==> src/rtl/motion_mask.sv <==
// ============================================================================
// Module      : motion_mask
// Description : Frame-difference threshold followed by 3x3 binary erosion;
//               emits a 0x00/0xFF motion mask with coordinates, 2-clk latency.
//               Optional macro MOTION_CNT_EN builds the per-frame fg_count.
// Revision    : 1.0 - initial release
// ============================================================================
`default_nettype none

module motion_mask #(
  parameter int H_ACTIVE = 640,
  parameter int V_ACTIVE = 480,
  parameter int DIFF_TH  = 30
) (
  input  logic        clk,
  input  logic        rst,
  input  logic        lcd_clken,
  input  logic [10:0] lcd_xpos,
  input  logic [10:0] lcd_ypos,
  input  logic [7:0]  sys_data_out1,
  input  logic [7:0]  sys_data_out2,
  output logic        mask_clken,
  output logic [10:0] mask_xpos,
  output logic [10:0] mask_ypos,
  output logic [7:0]  mask_data,
  output logic [18:0] fg_count
);

  localparam int          C_XW = (H_ACTIVE > 1) ? $clog2(H_ACTIVE) : 1;
  localparam logic [10:0] C_H  = 11'(H_ACTIVE);
  localparam logic [10:0] C_V  = 11'(V_ACTIVE);
  localparam logic [7:0]  C_TH = 8'(DIFF_TH);

  // ---------------- stage 1: difference and threshold ----------------
  logic [8:0] w_diff;
  logic [7:0] w_mag;
  logic       w_in_range;

  assign w_diff     = {1'b0, sys_data_out1} - {1'b0, sys_data_out2};
  assign w_mag      = w_diff[8] ? 8'(-w_diff) : w_diff[7:0];
  assign w_in_range = (lcd_xpos < C_H) && (lcd_ypos < C_V);

  logic        r_vld;
  logic        r_bin;
  logic        r_inr;
  logic [10:0] r_x;
  logic [10:0] r_y;

  always_ff @(posedge clk or posedge rst) begin
    if (rst) begin
      r_vld <= 1'b0;
      r_bin <= 1'b0;
      r_inr <= 1'b0;
      r_x   <= '0;
      r_y   <= '0;
    end else begin
      r_vld <= lcd_clken;
      if (lcd_clken) begin
        r_bin <= w_in_range && (w_mag > C_TH);
        r_inr <= w_in_range;
        r_x   <= lcd_xpos;
        r_y   <= lcd_ypos;
      end
    end
  end

  // ---------------- stage 2: line buffers and 3x3 window ----------------
  logic            r_lb1 [H_ACTIVE];
  logic            r_lb2 [H_ACTIVE];
  logic [C_XW-1:0] w_idx;
  logic            w_col_top;
  logic            w_col_mid;

  assign w_idx     = r_x[C_XW-1:0];
  assign w_col_top = r_inr ? r_lb2[w_idx] : 1'b0;
  assign w_col_mid = r_inr ? r_lb1[w_idx] : 1'b0;

  // Storage is left unreset: rows 0/1 of every frame are masked by the border.
  always_ff @(posedge clk) begin
    if (r_vld && r_inr) begin
      r_lb2[w_idx] <= r_lb1[w_idx];
      r_lb1[w_idx] <= r_bin;
    end
  end

  logic [2:0] r_top, r_mid, r_bot;
  logic [2:0] w_top_n, w_mid_n, w_bot_n;
  logic       w_mask_bit;

  assign w_top_n    = {r_top[1:0], w_col_top};
  assign w_mid_n    = {r_mid[1:0], w_col_mid};
  assign w_bot_n    = {r_bot[1:0], r_bin};
  assign w_mask_bit = (&{w_top_n, w_mid_n, w_bot_n}) && r_inr
                      && (r_x >= 11'd2) && (r_y >= 11'd2);

  always_ff @(posedge clk or posedge rst) begin
    if (rst) begin
      r_top      <= '0;
      r_mid      <= '0;
      r_bot      <= '0;
      mask_clken <= 1'b0;
      mask_xpos  <= '0;
      mask_ypos  <= '0;
      mask_data  <= '0;
    end else if (r_vld) begin
      r_top      <= w_top_n;
      r_mid      <= w_mid_n;
      r_bot      <= w_bot_n;
      mask_clken <= 1'b1;
      mask_xpos  <= r_x;
      mask_ypos  <= r_y;
      mask_data  <= {8{w_mask_bit}};
    end else begin
      mask_clken <= 1'b0;
      mask_data  <= '0;
    end
  end

  // ---------------- optional foreground counter ----------------
`ifdef MOTION_CNT_EN
  localparam logic [10:0] C_XLAST = 11'(H_ACTIVE - 1);
  localparam logic [10:0] C_YLAST = 11'(V_ACTIVE - 1);

  logic [18:0] r_cnt;
  logic [18:0] w_cnt_base;
  logic [18:0] w_cnt_next;

  assign w_cnt_base = ((r_x == 11'd0) && (r_y == 11'd0)) ? 19'd0 : r_cnt;
  assign w_cnt_next = w_cnt_base + {18'd0, w_mask_bit};

  always_ff @(posedge clk or posedge rst) begin
    if (rst) begin
      r_cnt    <= '0;
      fg_count <= '0;
    end else if (r_vld) begin
      r_cnt <= w_cnt_next;
      if ((r_x == C_XLAST) && (r_y == C_YLAST)) begin
        fg_count <= w_cnt_next;
      end
    end
  end
`else
  assign fg_count = '0;
`endif

endmodule

`default_nettype wire

==> config.mk <==
export PLATFORM = sky130hd
export DESIGN_NAME = motion_mask
export DESIGN_NICKNAME = d
export VERILOG_FILES = /design/src/rtl/motion_mask.sv
export SDC_FILE = /design/constraint.sdc
export NUM_CORES = 2
export LEC_CHECK = 0
export CAP_MARGIN = 10
export CORE_MARGIN = 2
export CORE_UTILIZATION = 45
export CTS_CLUSTER_DIAMETER = 50
export DETAILED_ROUTE_END_ITERATION = 6
export PLACE_DENSITY = 0.66
export SYNTH_ARGS = -nofsm -noshare
export SYNTH_HDL_FRONTEND = slang
export SYNTH_SLANG_ARGS = --single-unit
==> constraint.sdc <==
create_clock -name clk -period 14.05 [get_ports clk]
set_input_delay 2.1075 -clock clk [delete_from_list [all_inputs] [get_ports clk]]
set_output_delay 2.1075 -clock clk [all_outputs]
set_load 0.03 [all_outputs]
# Word-level counts from Yosys, hierarchy flattened
# Memory sizes are Yosys's and may differ from the RTL's.
# Index checks and enable logic that the tools add are counted.
word_totals:
  regBits: 62
  mem_bits_rw: 1280
  in_bits: 41
  output_inout_bits: 50
  elab_cells: 35
  memories: 2
op_classes:
  n_addsub: 2
  n_lt_le_gt_ge: 5
  mux: 7
  reduce_logical: 7
mem_list:
  columns: ["name", "depth", "word_bits", "read_ports", "rd_ports_with_merged_regs", "wr", "line", "text"]
  rows:
  - ["r_lb1", 640, 1, 1, 0, 1, "68", "logic r_lb1 [H_ACTIVE];"]
  - ["r_lb2", 640, 1, 1, 0, 1, "69", "logic r_lb2 [H_ACTIVE];"]
op_table:
  columns: ["op", "n"]
  rows:
  - ["$ge 11x2->1 const B", 2]
  - ["$mux 8", 2]
  - ["$lt 11x10->1 const B", 1]
  - ["$lt 11x9->1 const B", 1]
  - ["$reduce_and 9->1", 1]
  - ["$sub 8x8->9", 1]
  - ["$gt 8x5->1 const B", 1]
  - ["$neg 8->8", 1]
  - ["$logic_and 1x1->1", 6]
  - ["$mux 1", 5]

# Logic depth before layout (Yosys ltp)
# An unclocked memory read counts as a cell.
logic_depth:
  depth_word: 7
  ltp_mapped: 14
  mapped_depth_nobuf: 13

# Least setup slack after synthesis
# No wires, ideal clock.
synth_timing:
  kind: "register to register"
  from: "register r_x[3]"
  to: "memory r_lb2[0] (data pin)"
  setup_ns: 1.629
  t_arrival_ns: 9.116
  required_time_ns: 12.421
  setup_slack_ns: 3.305
  stages_incl_launch_ff: 13
  path_buffers: 4
  synth_period_minus_slack_ns: 10.745
  path_cell_list: "dfrtp_1 > buf_4 > or4b_1 > buf_2 > buf_6 > buf_4 > o22ai_1 > nor3_1 > o211ai_1 > a21oi_1 > o31ai_1 > a211oi_2 > inv_1"
synth_between:
  elab_chain_cells: 1
synth_rtl:
  columns: ["element", "line", "text"]
  rows:
  - ["start: declaration", "46", "logic [10:0] r_x;"]
  - ["start signal: assignment", "61", "r_x <= lcd_xpos;"]
  - ["$mem_v2 640x1", null, null]
  - ["end: declaration", "69", null]
# No other way between the ends.

# Worst setup path in the final report
layout_timing:
  from: "register r_x[1]"
  to: "memory r_lb2[305] (data pin)"
# The elaborated chain is that of the path after synthesis.

==> metrics.txt <==
Final Non-Filler Cells=5306; Ports=91; # resized after CTS=0; Core Region=0.122 mm^2; drt via density=6.16; Mapped Area=0.0551 mm^2; Max-cap violations=0; worst reg2reg startpoint=r_x[1]; FF+latch count, synth=1335; P_leak=20.4 nW; Worst-Skew Late Latency=0.76 ns; H-tree levels=4; antenna violations before repair=5; Site Rows=128; final net count=3623; Slew headroom=16.3%; Gate Count Post-Synth=3503; starting density of the core=45.3%; Final WS setup=6.53 ns; total design power=9.17 mW; peak fanout along the critical path=225; Final Cycle Share=53.5%; total vias in the final route=32.7k; RSZ-0062 raised after global routing=false; Period minus WS final=7.52 ns; multiplexer share of the synthesized area=13.4%; clk sinks=1335; Worst Hold Endpoint=mask_ypos[10]; largest family of logic cells by synthesized area=multiplexers; design area=0.0619 mm^2; I/O Buffers=71; Starting DRT DRC Count=4899; pre-CTS WS=6.70 ns; Pins Over Slew Limit=0; fmax=133 MHz; syn avg cell area=15.7 um^2; Post-CTS Hold Buffers=0; Post-Route Setup TNS=0 ns; post-CTS setup buffers=0; Post-Place Cell Area=0.0573 mm^2; final hold vios=0; Clock Path Buffers=3; clk_skew=0.0365 ns; hpwl dp=92300 um; Die Wd=354 um; CTS tree=done; Synth Area in XOR/XNOR=0.0795%; Final ANT Viol Nets=0; drt total wl=158000 um; VDD IR max=0.124 mV; Worst EP arrival=7.96 ns; Filler Cells Inserted=9945; share of cells above drive strength 1=13.4%; Root Driver=clkbuf_16; clk slew on worst S/H paths=0.06 ns; grt ovf=0; largest net degree at the start of global routing=226; warnings from Yosys=0; first-pass GRT wire length=224000 um; DRC viols=0; hold crit path type=register to register; endpoint class of the critical path=register; commonest non-fill, non-tap cell in the layout=edfxtp_1; Final Core Density=50.9%; Synth cell types=73; critical path class=register to register; compound-gate portion of the synthesized area=3.92%; Post-Synth Simple-Gate Area=7.06%; Cell Pwr Density=148 mW/mm^2; critical path required time=14.49 ns; Post-synth EDFFs=1280; Post-Synth Adder-Cell Area=0.264%; reg-to-reg critical path endpoint=r_lb2[305]; status=completed; Hold Startpoint=mask_ypos[10]; number of global-route vias before repair=32.0k; Synth-to-Final Area Change=12.4%; FF-to-FF path depth=12; CP startpoint kind=register; Setup Viol. Count Final=0; total CTS buffers=139; R2R Setup Slk=6.53 ns; DR WL/cell=29.7 um; Async SR Flop Fraction=4.12%; placed cells=5054; commonest cells after routing, fill and taps aside=edfxtp_1, nor2_1, mux2i_1, o22ai_1, clkbuf_16; GRT Util Overall=24.8%; Die Ht=354 um; Hold WS=0.501 ns; hold path cells=1; Worst Tran Pin Value=1.25 ns; Pre-antenna DRT Iters=7; Placer Congestion=0.875; die area=0.125 mm^2; Top FF cell, synth=edfxtp_1; sequential fraction of the synthesis area=72.3%
-- report_power, final --
group	total, mW	leakage (nW)	internal [mW]	switching [mW]
clock	3.70	2.25	2.14	1.56
sequential	4.60	12.3	4.57	0.0244
combinational	0.878	5.78	0.256	0.622
total	9.17	20.4	6.97	2.20
-- sequential cells by signal (all words and copies together), names as in the netlist, 11 cells and up --
signal	flops
r_lb1	640
r_lb2	640
mask_xpos	11
mask_ypos	11
r_x	11
r_y	11
-- cells in the mapped netlist (all sizes together) (27+ instances only) --
library cell,instances,area [um^2]
edfxtp,1280,38400
nor2,670,2520
mux2i,466,4660
o22ai,213,1330
buf,158,1120
clkbuf,107,402
mux4,95,2140
nand2,91,342
dfrtp,55,1380
mux2,53,597
nor4,49,307
o21ai,33,165
nor3,27,150
-- worst max-delay path, stage by stage, from the launching register on --
cell and delay (ns):
dfrtp_4 0.75, buf_12 0.59, buf_4 0.77, mux4_2 0.35, mux2i_1 0.09, o21ai_0 0.28, a31oi_1 0.20, nor4_1 0.86
or4b_1 0.25, a211oi_2 0.09, inv_8 0.82, buf_4 1.02, buf_4 0.74
-- worst max path at each step --
stage	from	to	slack, ns	cells after the start
CTS	r_x[0]	r_lb2[357]	6.68	14
finish	r_x[1]	r_lb2[305]	6.53	12
global placement	r_x[0]	r_lb2[165]	6.76	14
detailed placement	r_x[0]	r_lb2[167]	6.70	14
global route	r_x[0]	r_lb2[432]	6.14	14
floorplan	r_x[3]	r_lb2[0]	3.30	12
-- final cells by class --
cell class / count / area [um^2] / area share, %
flip-flops and latches: 1335 / 39800 / 64.4
multi-input cells: 1899 / 13700 / 22.2
clock buffers: 161 / 3650 / 5.89
well taps: 1625 / 2030 / 3.29
repair buffers: 174 / 1590 / 2.56
clock inverters: 89 / 941 / 1.52
inverters: 22 / 90.1 / 0.146
diodes: 1 / 2.50 / 0.00404
-- layer usage --
metal	GRT usage (%)	part of all wire (%)	up-vias	routed length (um)
met1	33.5	38	16600	60400
met2	38.2	46	2081	72200
li1	-	-	13600	-
met3	5.21	11	432	16700
met5	0	0.012	-	19
met4	12.3	5.4	4	8450
-- kinds of logic after synthesis --
kind of cell	Yosys count
compound gates	333
mux	614
fa+ha+maj	11
simple gates	917
buf+inv	287
flops	1335
other cells	1
xor+xnor	5
Power figures use the tool's default switching activity.
